$ cat src/rtl/flash_arb_pkg.sv
// Shared types and constants for the flash read arbiter: FSM state encoding,
// address/data widths, the byte returned on an aborted read, and a small
// index helper used by the round-robin picker.
package flash_arb_pkg;

    localparam int ADDR_W = 24;
    localparam int DATA_W = 8;

    // Byte handed back to a client whose transfer was abandoned on timeout
    localparam logic [DATA_W-1:0] ERR_DATA = 8'hFF;

    typedef enum logic [2:0] {
        IDLE      = 3'd0,
        STROBE    = 3'd1,
        WAIT_BUSY = 3'd2,
        WAIT_DONE = 3'd3,
        DELIVER   = 3'd4,
        ABORT     = 3'd5
    } arb_state_e;

    // Slot index reached by stepping 'step' places past 'base' in a ring of 'n'
    function automatic int ring_step(input int base, input int step, input int n);
        return (base + step) % n;
    endfunction

endpackage

$ cat src/rtl/flash_rr_pick.sv
// Combinational round-robin picker. Given the pending request vector and the
// one-hot previous owner, returns the one-hot next owner: the first requester
// found scanning upward from the slot after the previous owner, wrapping.
// The previous owner is checked last, so it cannot re-win while anyone else
// is waiting. Output is all zeros when nothing is requested.
module flash_rr_pick
    import flash_arb_pkg::*;
#(
    parameter int N = 3
) (
    input  logic [N-1:0] req,
    input  logic [N-1:0] last,
    output logic [N-1:0] pick
);

    localparam int IDX_W = (N > 1) ? $clog2(N) : 1;

    logic [IDX_W-1:0] last_idx_s;
    logic [IDX_W-1:0] scan_idx_s;
    logic             found_s;

    // Convert the one-hot previous owner to an index; an empty vector maps to the top slot
    always_comb begin
        last_idx_s = IDX_W'(N - 1);
        for (int i = 0; i < N; i++) begin
            if (last[i]) begin
                last_idx_s = IDX_W'(i);
            end else begin
                last_idx_s = last_idx_s;
            end
        end
    end

    // Scan the ring starting just after the previous owner and take the first requester
    always_comb begin
        pick       = '0;
        found_s    = 1'b0;
        scan_idx_s = '0;
        for (int k = 1; k <= N; k++) begin
            scan_idx_s = IDX_W'(ring_step(int'(last_idx_s), k, N));
            if (!found_s && req[scan_idx_s]) begin
                pick[scan_idx_s] = 1'b1;
                found_s          = 1'b1;
            end else begin
                found_s = found_s;
            end
        end
    end

endmodule

$ cat src/rtl/flash_read_arbiter.sv
// Shares one DSPI flash byte reader between NUM_REQ clients. Round-robin
// arbitration picks an owner, its address is latched, the reader is strobed
// via flash_cs for CS_HOLD cycles, and the returned byte (or ERR_DATA on a
// timeout) is handed back with a one-cycle rd_valid bit for that owner.
// All outputs are registered.
module flash_read_arbiter
    import flash_arb_pkg::*;
#(
    parameter int NUM_REQ = 3,
    parameter int CS_HOLD = 2,
    parameter int TIMEOUT = 255
) (
    input  logic                      clk,
    input  logic                      reset,
    input  logic [NUM_REQ-1:0]        req_valid,
    input  logic [NUM_REQ*ADDR_W-1:0] req_addr,
    output logic [NUM_REQ-1:0]        rd_valid,
    output logic [DATA_W-1:0]         rd_data,
    output logic                      rd_err,
    output logic [NUM_REQ-1:0]        grant,
    output logic [ADDR_W-1:0]         flash_addr,
    output logic                      flash_cs,
    input  logic [DATA_W-1:0]         flash_dout,
    input  logic                      flash_busy,
    input  logic                      flash_ready
);

    // One counter serves both the strobe width and the wait timeouts
    localparam int                 CNT_W    = $clog2(TIMEOUT + 1);
    localparam logic [CNT_W-1:0]   CNT_MAX  = CNT_W'(TIMEOUT);
    localparam logic [CNT_W-1:0]   CS_LAST  = CNT_W'(CS_HOLD - 1);
    // Previous owner after reset is the top client, so client 0 wins first
    localparam logic [NUM_REQ-1:0] LAST_RST = NUM_REQ'(1'b1) << (NUM_REQ - 1);

    arb_state_e          state_r;
    logic [CNT_W-1:0]    cnt_r;
    logic [CNT_W-1:0]    cnt_inc_s;
    logic [NUM_REQ-1:0]  last_grant_r;
    logic [NUM_REQ-1:0]  grant_r;
    logic [NUM_REQ-1:0]  rd_valid_r;
    logic [DATA_W-1:0]   rd_data_r;
    logic                rd_err_r;
    logic [ADDR_W-1:0]   flash_addr_r;
    logic                flash_cs_r;
    logic [NUM_REQ-1:0]  pick_s;
    logic [ADDR_W-1:0]   addr_sel_s;
    logic                start_s;

    flash_rr_pick #(
        .N (NUM_REQ)
    ) u_pick (
        .req  (req_valid),
        .last (last_grant_r),
        .pick (pick_s)
    );

    // Route the picked client's address; pick is one-hot so an OR-reduce is a clean mux
    always_comb begin
        addr_sel_s = '0;
        for (int i = 0; i < NUM_REQ; i++) begin
            if (pick_s[i]) begin
                addr_sel_s = addr_sel_s | req_addr[ADDR_W*i +: ADDR_W];
            end else begin
                addr_sel_s = addr_sel_s;
            end
        end
    end

    // Saturating increment so a stuck reader can never wrap the timeout counter
    always_comb begin
        if (cnt_r == CNT_MAX) begin
            cnt_inc_s = cnt_r;
        end else begin
            cnt_inc_s = cnt_r + 1'b1;
        end
    end

    // A new transfer may start only once the reader has finished initialising
    always_comb begin
        if (flash_ready && (|req_valid)) begin
            start_s = 1'b1;
        end else begin
            start_s = 1'b0;
        end
    end

    // Arbiter FSM with registered strobe, ownership and delivery outputs
    always_ff @(posedge clk or posedge reset) begin
        if (reset) begin
            state_r      <= IDLE;
            cnt_r        <= '0;
            last_grant_r <= LAST_RST;
            grant_r      <= '0;
            rd_valid_r   <= '0;
            rd_data_r    <= '0;
            rd_err_r     <= 1'b0;
            flash_addr_r <= '0;
            flash_cs_r   <= 1'b0;
        end else begin
            // Delivery flags are single-cycle pulses unless re-asserted below
            rd_valid_r <= '0;
            rd_err_r   <= 1'b0;
            case (state_r)
                IDLE: begin
                    if (start_s) begin
                        grant_r      <= pick_s;
                        last_grant_r <= pick_s;
                        flash_addr_r <= addr_sel_s;
                        flash_cs_r   <= 1'b1;
                        cnt_r        <= '0;
                        state_r      <= STROBE;
                    end else begin
                        state_r <= IDLE;
                    end
                end
                STROBE: begin
                    if (cnt_r == CS_LAST) begin
                        flash_cs_r <= 1'b0;
                        cnt_r      <= '0;
                        state_r    <= WAIT_BUSY;
                    end else begin
                        cnt_r <= cnt_inc_s;
                    end
                end
                WAIT_BUSY: begin
                    // Busy already high (reader occupied elsewhere) is taken as started
                    if (flash_busy) begin
                        cnt_r   <= '0;
                        state_r <= WAIT_DONE;
                    end else if (cnt_r == CNT_MAX) begin
                        state_r <= ABORT;
                    end else begin
                        cnt_r <= cnt_inc_s;
                    end
                end
                WAIT_DONE: begin
                    if (!flash_busy) begin
                        state_r <= DELIVER;
                    end else if (cnt_r == CNT_MAX) begin
                        state_r <= ABORT;
                    end else begin
                        cnt_r <= cnt_inc_s;
                    end
                end
                DELIVER: begin
                    rd_data_r  <= flash_dout;
                    rd_valid_r <= grant_r;
                    grant_r    <= '0;
                    state_r    <= IDLE;
                end
                ABORT: begin
                    rd_data_r  <= ERR_DATA;
                    rd_valid_r <= grant_r;
                    rd_err_r   <= 1'b1;
                    grant_r    <= '0;
                    state_r    <= IDLE;
                end
                default: begin
                    flash_cs_r <= 1'b0;
                    grant_r    <= '0;
                    cnt_r      <= '0;
                    state_r    <= IDLE;
                end
            endcase
        end
    end

    assign rd_valid   = rd_valid_r;
    assign rd_data    = rd_data_r;
    assign rd_err     = rd_err_r;
    assign grant      = grant_r;
    assign flash_addr = flash_addr_r;
    assign flash_cs   = flash_cs_r;

endmodule

$ cat config.mk
export PLATFORM = sky130hd
export DESIGN_NAME = flash_read_arbiter
export DESIGN_NICKNAME = d
export VERILOG_FILES = /design/src/rtl/flash_arb_pkg.sv /design/src/rtl/flash_rr_pick.sv /design/src/rtl/flash_read_arbiter.sv
export SDC_FILE = /design/constraint.sdc
export NUM_CORES = 1
export LEC_CHECK = 0
export ABC_AREA = 1
export ABC_CLOCK_PERIOD_IN_PS = 5000
export CORE_MARGIN = 2
export CORE_UTILIZATION = 47
export DETAILED_ROUTE_END_ITERATION = 16
export PLACE_DENSITY = 0.87
export RECOVER_POWER = 50
export SLEW_MARGIN = 20
export SYNTH_ARGS = -nofsm -noshare
export SYNTH_HDL_FRONTEND = slang
export SYNTH_HIERARCHICAL = 1
export SYNTH_SLANG_ARGS = --single-unit
$ cat constraint.sdc
create_clock -name clk -period 5 [get_ports clk]
set_input_delay 1 -clock clk [delete_from_list [all_inputs] [get_ports clk]]
set_output_delay 1 -clock clk [all_outputs]
set_load 0.01 [all_outputs]
* Yosys cells after proc, flatten, opt, wreduce, memory -nomap -nowiden
Index checks and enable logic that the tools add are counted.
** Operators by class
- $add $sub $neg :: 4
- Reductions and logical operators :: 18
- Div/mod/pow operators :: 3
- Bitwise gates (word level) :: 7
- Order comparisons :: 6
- Equal/unequal tests :: 10
- Multiplexer cells :: 45
** Operator list (number)
- 32-bit by 3-bit remainder unit with 32-bit output (second input constant) :: 3
- 24-bit 2-to-1 mux :: 3
- 8-bit 2-to-1 mux :: 6
- 24-bit bitwise OR :: 2
- 8-bit one-hot mux with 5 select lines :: 1
- 3-bit 2-to-1 mux :: 9
- 8-bit one-hot mux with 2 select lines :: 1
- 1-bit 2-to-1 mux :: 13
- 3-bit one-hot mux with 4 select lines :: 1
- 2-bit by 3-bit < comparator with 1-bit output (second input constant) :: 3
- 8-bit by 1-bit adder with 8-bit output (second input constant) :: 1
- 8-bit by 1-bit == test with 1-bit output (second input constant) :: 1
- 8-bit == test (second input constant) :: 1
- 2-bit by 2-bit adder with 3-bit output (second input constant) :: 2
- 1-bit binary-select mux with 2-bit select :: 3
- 1-bit demux with 2-bit select :: 3
- 3-bit by 2-bit == test with 1-bit output (second input constant) :: 2
- 3-bit == test (second input constant) :: 2
- 2-bit by 1-bit greater-or-equal comparator with 1-bit output (second input constant) :: 3
- 1-bit logical AND :: 6
- 2-bit 2-to-1 mux :: 3
- 2-bit != test (second input constant) :: 3
- 3-bit bitwise OR :: 2
- 3-bit one-hot mux with 2 select lines :: 1
- 12 further kinds :: 18
** Word-level totals
- Bits in registers :: 54
- Word-level logic and storage cells :: 102
- Output and inout bits :: 40
- Input port bits :: 87

* Longest topological paths before layout
Gate-level depths: netlist of run 1.
- Depth after elaboration :: 19
- Mapped depth :: 16
- Depth with buffers taken out :: 14

* Modules after synthesis
The synthesis of run 1 kept the hierarchy.
** Modules (own cells, without submodules)
- flash_read_arbiter :: sequential area each 1352.5 um^2, times used 1, cells an instance 346, area an instance 2829.0 um^2
- flash_rr_pick :: sequential area each 0.0 um^2, times used 1, cells an instance 52, area an instance 270.3 um^2

* Worst setup path after synthesis of run 1
No wires, ideal clock.
- Kind :: reg2reg
- Start point :: register last_grant_r[2]
- End point :: register flash_addr_r[0], in the netlist flash_addr[0]
- Library setup time :: 0.064 ns
- Required time :: 4.936 ns
- Period minus slack after synthesis :: 2.347 ns
- Buffers on the path :: 2
- Data arrival time :: 2.283 ns
- Stages on the path, launching flop included :: 16
- Setup slack :: 2.653 ns
- Cell sequence :: dfstp_2 > inv_2 > o21ai_0 > ha_1 > inv_1 > nand2_1 > nand3_2 > nand2_4 > nor2_4 > nand3_1 > nand2_1 > clkbuf_1 > clkbuf_1 > nand2_1 > nand4_1 > o21a_1
** On the way
- Elaborated cells on any way between the ends :: 44
- Those cells by class :: add/sub (3); div (3); order compare (6); mux (21); bitwise (4); reduce/logical (7)
** RTL lines
- from (decl) :: RTL line flash_read_arbiter.sv:38 : logic [NUM_REQ-1:0] last_grant_r;
- from (signal assigned) :: RTL line flash_read_arbiter.sv:107 : last_grant_r <= pick_s;
- 2-bit 2-to-1 mux * :: RTL line flash_rr_pick.sv:26 : if (last[i]) begin
- 2-bit by 1-bit adder with 3-bit output :: RTL line flash_arb_pkg.sv:23 : return (base + step) % n;
- 32-bit by 3-bit remainder unit with 32-bit output :: RTL line flash_arb_pkg.sv:23
- 2-bit by 3-bit < comparator with 1-bit output (not written as such) (tied with other cells) :: RTL line flash_rr_pick.sv:42 : pick[scan_idx_s] = 1'b1;
- 1-bit logical AND (not written as such) / 1-bit 2-to-1 mux (equally long branches) :: RTL line flash_rr_pick.sv:42, flash_rr_pick.sv:41
- 1-bit 2-to-1 mux (on tied branches) :: RTL line flash_rr_pick.sv:42, flash_rr_pick.sv:41
- 1-bit demux with 2-bit select / 1-bit zero test (equally long branches)
- 3-bit 2-to-1 mux / 1-bit logical AND (equally long branches) :: RTL line flash_rr_pick.sv:41 : if (!found_s && req[scan_idx_s]) begin
- 3-bit bitwise OR (no line) / 1-bit 2-to-1 mux (equally long branches)
- 3-bit 2-to-1 mux / 1-bit zero test (equally long branches) :: RTL line flash_rr_pick.sv:41
- 3-bit bitwise OR (no line) / 1-bit logical AND (equally long branches)
- 3-bit 2-to-1 mux * :: RTL line flash_rr_pick.sv:41
- named net pick_s[1] :: RTL line flash_read_arbiter.sv:45 : logic [NUM_REQ-1:0] pick_s;
- 24-bit 2-to-1 mux * :: RTL line flash_read_arbiter.sv:61 : if (pick_s[i]) begin
- 24-bit bitwise OR :: RTL line flash_read_arbiter.sv:62 : addr_sel_s = addr_sel_s | req_addr[ADDR_W*i +: ADDR_W];
- 24-bit 2-to-1 mux * :: RTL line flash_read_arbiter.sv:61
- to (signal assigned) :: RTL line flash_read_arbiter.sv:108 : flash_addr_r <= addr_sel_s;
- to (decl) :: RTL line flash_read_arbiter.sv:43 : logic [ADDR_W-1:0] flash_addr_r;
The timed path passes the listed nets; every way through them passes the cells marked *. The select of a mux whose other input is x is not followed.
A chain may end at the register's enable or synchronous reset.

* Worst setup path after layout of run 1
- Start point :: input port req_valid[1]
- End point :: register flash_addr_r[18], in the netlist flash_addr[18]
** On the way
- Longest elaborated chain between the ends :: 14
- Elaborated cells on any way between the ends :: 26
- Those cells by class :: mux (15); bitwise (4); reduce/logical (7)
** RTL lines
- from (decl) :: RTL line flash_read_arbiter.sv:15 : input logic [NUM_REQ-1:0] req_valid,
- 1-bit binary-select mux with 2-bit select :: RTL line flash_rr_pick.sv:41
- 1-bit 2-to-1 mux (not written as such) :: RTL line flash_rr_pick.sv:41
- 1-bit 2-to-1 mux :: RTL line flash_rr_pick.sv:41
- 1-bit zero test :: RTL line flash_rr_pick.sv:41
- 1-bit logical AND :: RTL line flash_rr_pick.sv:41
- 1-bit 2-to-1 mux :: RTL line flash_rr_pick.sv:41
- 1-bit zero test :: RTL line flash_rr_pick.sv:41
- 1-bit logical AND :: RTL line flash_rr_pick.sv:41
- 3-bit 2-to-1 mux :: RTL line flash_rr_pick.sv:41
- 24-bit 2-to-1 mux :: RTL line flash_read_arbiter.sv:61
- 24-bit bitwise OR :: RTL line flash_read_arbiter.sv:62
- 24-bit 2-to-1 mux :: RTL line flash_read_arbiter.sv:61
- 24-bit bitwise OR :: RTL line flash_read_arbiter.sv:62
- 24-bit 2-to-1 mux :: RTL line flash_read_arbiter.sv:61
Several ways; a longest one is shown, not always the timed one. The select of a mux whose other input is x is not followed.

==> results of run 1 <==
cell usage after synthesis, drive strengths merged:
master   number
a31oi         2
nand3        24
nor3          4
inv          38
o22a          7
ha            4
o211ai        1
nand3b        1
o21a         24
a21boi        2
dfstp         1
nor2         24
nand2       154
dfrtp        53
nand4        27
o21ai         9
buf           6
o2111ai       1
a21oi         7
clkbuf        9
critical path, stage by stage:
cell           delay, ns
dlygate4sd3_1       0.61
nor2_1              0.09
a21boi_0            0.30
nand2_1             0.25
inv_2               0.63
nand4_1             0.22
o21a_1              0.17
final timing paths:
kind	startpoint	to	slack [ns]	cells past startpoint
hold reg to reg	flash_cs	flash_cs	0.49	2
min in group asynchronous	reset	cnt_r[5]	1.77	2
setup reg to reg	last_grant_r[2]	flash_addr[18]	2.10	13
max in group asynchronous	reset	rd_valid[2]	2.16	2
hold / removal	flash_cs	flash_cs	0.49	2
setup / recovery	req_valid[1]	flash_addr[18]	1.92	7
kinds of logic (layout without fill, tap and decap cells):
kind of cell | count (synthesis) | in the layout
buffers and inverters | 53 | 172
AO/OA/AOI/OAI | 53 | 53
flip-flops | 54 | 54
AND/OR/NAND/NOR | 234 | 234
adder cells (fa/ha/maj) | 4 | 4
sequential cells by signal, summed over array words and instances, names as in the netlist:
register / flops
grant: 3
last_grant_r: 3
rd_valid: 3
state_r: 3
cnt_r: 8
flash_cs: 1
rd_data: 8
flash_addr: 24
rd_err: 1
per-stage QoR:
step | hold WS, ns | power, mW
2_1_floorplan | 0.444 | 0.477
3_3_place_gp | 0.462 | 0.551
3_5_place_dp | 0.467 | 0.554
4_1_cts | 0.492 | 0.856
5_1_grt | 0.518 | 0.880
6_report | 0.489 | 0.847
power by group:
part           internal, mW  leakage, nW  switching, mW
clock network         0.163       0.0585          0.140
registers             0.437        0.720              0
logic                0.0663         1.24         0.0409
area by class of cell:
type | count | share of cell area, %
sequential | 54 | 30.4
multi-input combinational | 291 | 33.2
clock inverter | 1 | 0.675
timing repair buffer | 126 | 28.4
inverter | 38 | 3.26
tap | 77 | 2.17
clock buffer | 7 | 1.94
metal layers:
layer	up-vias	part of all wire (%)	wire length (µm)
met3	12	8.3	722
met2	136	52	4510
li1	1541	-	-
met5	-	0	0
met4	0	1.7	144
met1	1498	38	3340
==> run summary, run 1 <==
share of the synthesized area in compound gates (AO/OA/AOI/OAI) -> 12.4%
final global-route overflow total -> 0
remaining antenna violation count after routing -> 0
level count of the clock H-tree -> 2
achievable frequency -> 325 MHz
setup TNS -> 0 ns
antenna cell count -> 0
fraction of synthesized area in multiplexers -> 0%
Final WS setup -> 1.92 ns
number of buffers added to fix hold violations after cts -> 0
post-route clock period utilization -> 61.5%
via density per instance -> 5.37
Most Crowded Layer GR -> met2
Post-Syn Nets -> 489
worst slack at placement -> 1.71 ns
area of the die -> 7260 µm²
starting DRC count in detailed routing -> 158
result of the run -> complete, but fails checks
total of max-cap violations -> 1
cell row count -> 29
Storage cell area -> 1350 µm²
placed cells -> 586
floorplan die height -> 85.2 µm
Horiz. Die Dim -> 85.2 µm
number of instances in the synthesized netlist -> 398
Final setup viols -> 0
Setup Buffers After CTS -> 0
Synth top area share -> 42.8%
clock latency reported for the late side of the worst-skew pair -> 0.31 ns
Crit Path Max Fanout -> 51
total number of vias -> 3187
clock-pin slew reported for the worst setup and hold paths after clock tree synthesis -> 0.09 ns
final count of pins violating max slew -> 55
initial antenna violation count -> 0
estimated wirelength of the detail-placed design -> 6.64 mm
Crit. End Element -> flop
Net count, final -> 607
maximum buffer depth of the clock tree -> 2
area growth from synthesis to layout -> 43.5%
number of sinks on the clock net -> 54
master cell of the clock root buffer -> clkbuf_8
Global Route met2 Usage -> 44.2%
dominant combinational cell family by area after synthesis -> simple AND/OR/NAND/NOR gates
detailed-route wire length per cell -> 14.7 µm
final critical delay including setup and external delays -> 3.08 ns
post-detailed-placement cell area -> 4370 µm²
TritonCTS clock tree -> yes
number of design rule violations left after detail routing -> 0
count of cell types in the netlist -> 33
failing checks -> capacitance limit, slew limit
fraction of final layout cells with drive strength greater than 1 -> 6.58%
required time at the worst-slack endpoint -> 5.20 ns
GRT Overall Usage -> 24.9%
Max Clock Skew -> 0.0100 ns
Post-Layout Cell Count -> 594
Peak supply drop -> 142 µV
post-detailed-routing wire length -> 8.71 mm
most common cell after layout, fill and taps aside -> nand2_1
final standard cell area without fillers -> 4450 µm²
I/O pin count -> 127
post-route core utilization -> 70.0%
maximum number of pins on one net before global-route repair -> 55
Crit Path Category -> input port to flop
share of synthesized area occupied by flip-flops and latches -> 43.6%
Relative slew margins -> -57.7%
Avg Inst Size Synth -> 7.79 µm²
critical path startpoint category -> input port
simple-gate share of the synthesized area -> 34.7%
met1 usage -> 29.6%
vias in the first global route -> 3194
number of I/O port buffers -> 126
Pre-Repair DR Iteration Count -> 5
met3 capacity usage during global routing -> 7.20%
Adder-Cell Fraction of Synth Area -> 1.61%
critical path data arrival time -> 3.27 ns
fill cell total of the finished layout -> 511
final hold violations -> 0
largest cells by area after synthesis -> dfrtp_1 43%, nand2_1 18%, o21a_1 5.8%
first-pass GRT wire length -> 14.7 mm
Routability Congestion -> 0.902
Power per Cell Area -> 190 nW/µm²
initial cell density of the core -> 48.8%
Synth Warn # -> 6
static leakage -> 2.02 nW
Post-Synth XOR/XNOR Area -> 0%
Post-Synthesis Cell Area -> 3100 µm²
post-synth top area cell -> dfrtp_1
unrepaired setup endpoints after global routing -> false
post_cts resized -> 0
area of the multi-input gates -> 1480 µm²
slew of the pin with the lowest slew margin -> 2.35 ns
kind of path behind the tightest hold check -> flop to flop
number of clock buffers inserted by TritonCTS -> 5
register bit total from synthesis -> 54
commonest cells after routing, fill and taps aside -> 149 x nand2_1, 120 x clkdlybuf4s50_1, 53 x dfrtp_1
Std-Cell Core Area -> 6350 µm²
Note: power is estimated with default switching activity, not from simulation.
==> run 2, diff against run 1 <==
--- a/config.mk
+++ b/config.mk
@@ -6,11 +6,11 @@
 export NUM_CORES = 1
 export LEC_CHECK = 0
 export ABC_AREA = 1
-export ABC_CLOCK_PERIOD_IN_PS = 5000
+export ABC_CLOCK_PERIOD_IN_PS = 2900
 export CORE_MARGIN = 2
-export CORE_UTILIZATION = 47
+export CORE_UTILIZATION = 43
 export DETAILED_ROUTE_END_ITERATION = 16
-export PLACE_DENSITY = 0.87
+export PLACE_DENSITY = 0.8
 export RECOVER_POWER = 50
 export SLEW_MARGIN = 20
 export SYNTH_ARGS = -nofsm -noshare
==> constraint.sdc (replaced) <==
create_clock -name clk -period 2.9 [get_ports clk]
set_input_delay 0.58 -clock clk [delete_from_list [all_inputs] [get_ports clk]]
set_output_delay 0.58 -clock clk [all_outputs]
set_load 0.01 [all_outputs]
==> run 2 against run 1 <==
Effect of this change:
- the flow now finishes without violations
- worst setup slack worse by 1.5 ns
- via count is 0.66% lower
- register-to-register slack worse by 1.6 ns
- cell area is 0.84% higher
- sequential power is 72% higher
- flip-flop and latch count stayed put
- first-iteration DRC count is 9.5% lower
- hold slack better by 0.0048 ns
- critical path type is now flop to flop
==> run summary, run 2 (synthesized netlist as in run 1, its figures left out) <==
I/O pin count -> 127
required time at the worst-slack endpoint -> 3.16 ns
post_cts resized -> 0
achievable frequency -> 412 MHz
critical path startpoint category -> flop
maximum buffer depth of the clock tree -> 2
critical path data arrival time -> 2.69 ns
total number of vias -> 3166
Pre-Repair DR Iteration Count -> 4
final worst hold slack -> 0.494 ns
Power per Cell Area -> 309 nW/µm²
clock-pin slew reported for the worst setup and hold paths after clock tree synthesis -> 0.10 ns
post-detailed-routing wire length -> 8.82 mm
GRT Overall Usage -> 23.9%
antenna cell count -> 0
initial antenna violation count -> 0
cell row count -> 30
Net count, final -> 613
estimated wirelength of the detail-placed design -> 6.83 mm
area growth from synthesis to layout -> 44.7%
CP cell instances -> inv_2 -> o21ai_0 -> ha_1 -> inv_1 -> nand2_1 -> nand3_2 -> nand2_4 -> nor2_4 -> nand3_1 -> nand2_1 -> buf_4 -> nand2_1 -> nand4_1 -> o21a_1
family with the most delay on the worst path -> simple AND/OR/NAND/NOR gates
fraction of final layout cells with drive strength greater than 1 -> 7.07%
unrepaired setup endpoints after global routing -> false
slowest cell delay on critical path -> 0.58 ns
final hold violations -> 0
vias in the first global route -> 3176
post-route clock period utilization -> 83.7%
Setup Buffers After CTS -> 0
Crit Path Category -> flop to flop
Horiz. Die Dim -> 88.9 µm
buffering stage count on the worst path with inverters included -> 3
cell mode on critical path -> nand2_1
final count of pins violating max slew -> 0
clock latency reported for the late side of the worst-skew pair -> 0.31 ns
Peak supply drop -> 173 µV
most common cell after layout, fill and taps aside -> nand2_1
level count of the clock H-tree -> 2
Final setup viols -> 0
result of the run -> finished clean
number of sinks on the clock net -> 54
kind of path behind the tightest hold check -> flop to flop
master cell of the clock root buffer -> clkbuf_8
first-pass GRT wire length -> 14.6 mm
number of I/O port buffers -> 126
area of the die -> 7900 µm²
remaining antenna violation count after routing -> 0
final critical delay including setup and external delays -> 2.43 ns
via density per instance -> 5.11
Routability Congestion -> 0.939
number of clock buffers inserted by TritonCTS -> 5
TritonCTS clock tree -> yes
slew of the pin with the lowest slew margin -> 0.970 ns
number of design rule violations left after detail routing -> 0
setup TNS -> 0 ns
Std-Cell Core Area -> 6870 µm²
cell with the biggest individual delay on the critical path -> dfstp_2
Max Clock Skew -> 0.00261 ns
Crit. End Element -> flop
Relative slew margins -> 35.2%
initial cell density of the core -> 45.1%
final global-route overflow total -> 0
post-route core utilization -> 65.3%
static leakage -> 2.04 nW
commonest cells after routing, fill and taps aside -> 149 x nand2_1, 121 x clkdlybuf4s50_1, 53 x dfrtp_1
Largest register FFs -> 24
Crit Path Max Fanout -> 25
detailed-route wire length per cell -> 14.2 µm
floorplan die height -> 88.9 µm
number of buffers added to fix hold violations after cts -> 0
total of max-cap violations -> 0
maximum number of pins on one net before global-route repair -> 52
starting DRC count in detailed routing -> 143
run 2: cell type report:
cell class,instances,area [µm²]
Clock buffer,7,86.3
Clock inverter,1,5.00
Fill cell,556,2380
Inverter,38,144
Multi-Input combinational cell,291,1470
Sequential cell,54,1350
Tap cell,96,120
Timing Repair Buffer,132,1310
run 2: metrics by stage:
stage	instances	power, mW	setup slack [ns]	cell area, µm²
floorplan	398	0.822	0.553	3100
global placement	611	0.954	0.501	4450
detailed placement	611	0.957	0.476	4450
CTS	619	1.40	0.483	4540
global route	619	1.45	0.178	4490
finish	619	1.39	0.471	4490
run 2: worst paths after layout:
| kind | slack (ns) | endpoint | depth (start not counted) | start |
|---|---|---|---|---|
| setup / recovery | 0.47 | flash_addr[12] | 14 | last_grant_r[2] |
| hold / removal | 0.49 | flash_cs | 2 | flash_cs |
| setup reg to reg | 0.47 | flash_addr[12] | 14 | last_grant_r[2] |
| hold reg to reg | 0.49 | flash_cs | 2 | flash_cs |
| max in group asynchronous | 0.88 | flash_addr[13] | 3 | reset |
| min in group asynchronous | 0.92 | flash_addr[19] | 2 | reset |
run 2: worst min-delay path: stages (launching register included):
cell     delay [ns]
dfrtp_1        0.36
nand2_1        0.06
nand2_1        0.05
run 2: layer usage:
metal	track usage (%)	share of wire, %	vias to the layer above
met1	29.1	42	1503
met5	0	0	-
met3	7.57	7.0	12
li1	-	-	1557
met2	41.0	49	94
met4	6.75	1.7	0
run 2: power breakdown:
part	total [mW]	switching (mW)	leakage [nW]	internal [mW]
Combinational	0.186	0.0697	1.27	0.117
Sequential	0.752	0	0.720	0.752
Clock	0.448	0.254	0.0482	0.194
Total	1.39	0.324	2.04	1.06
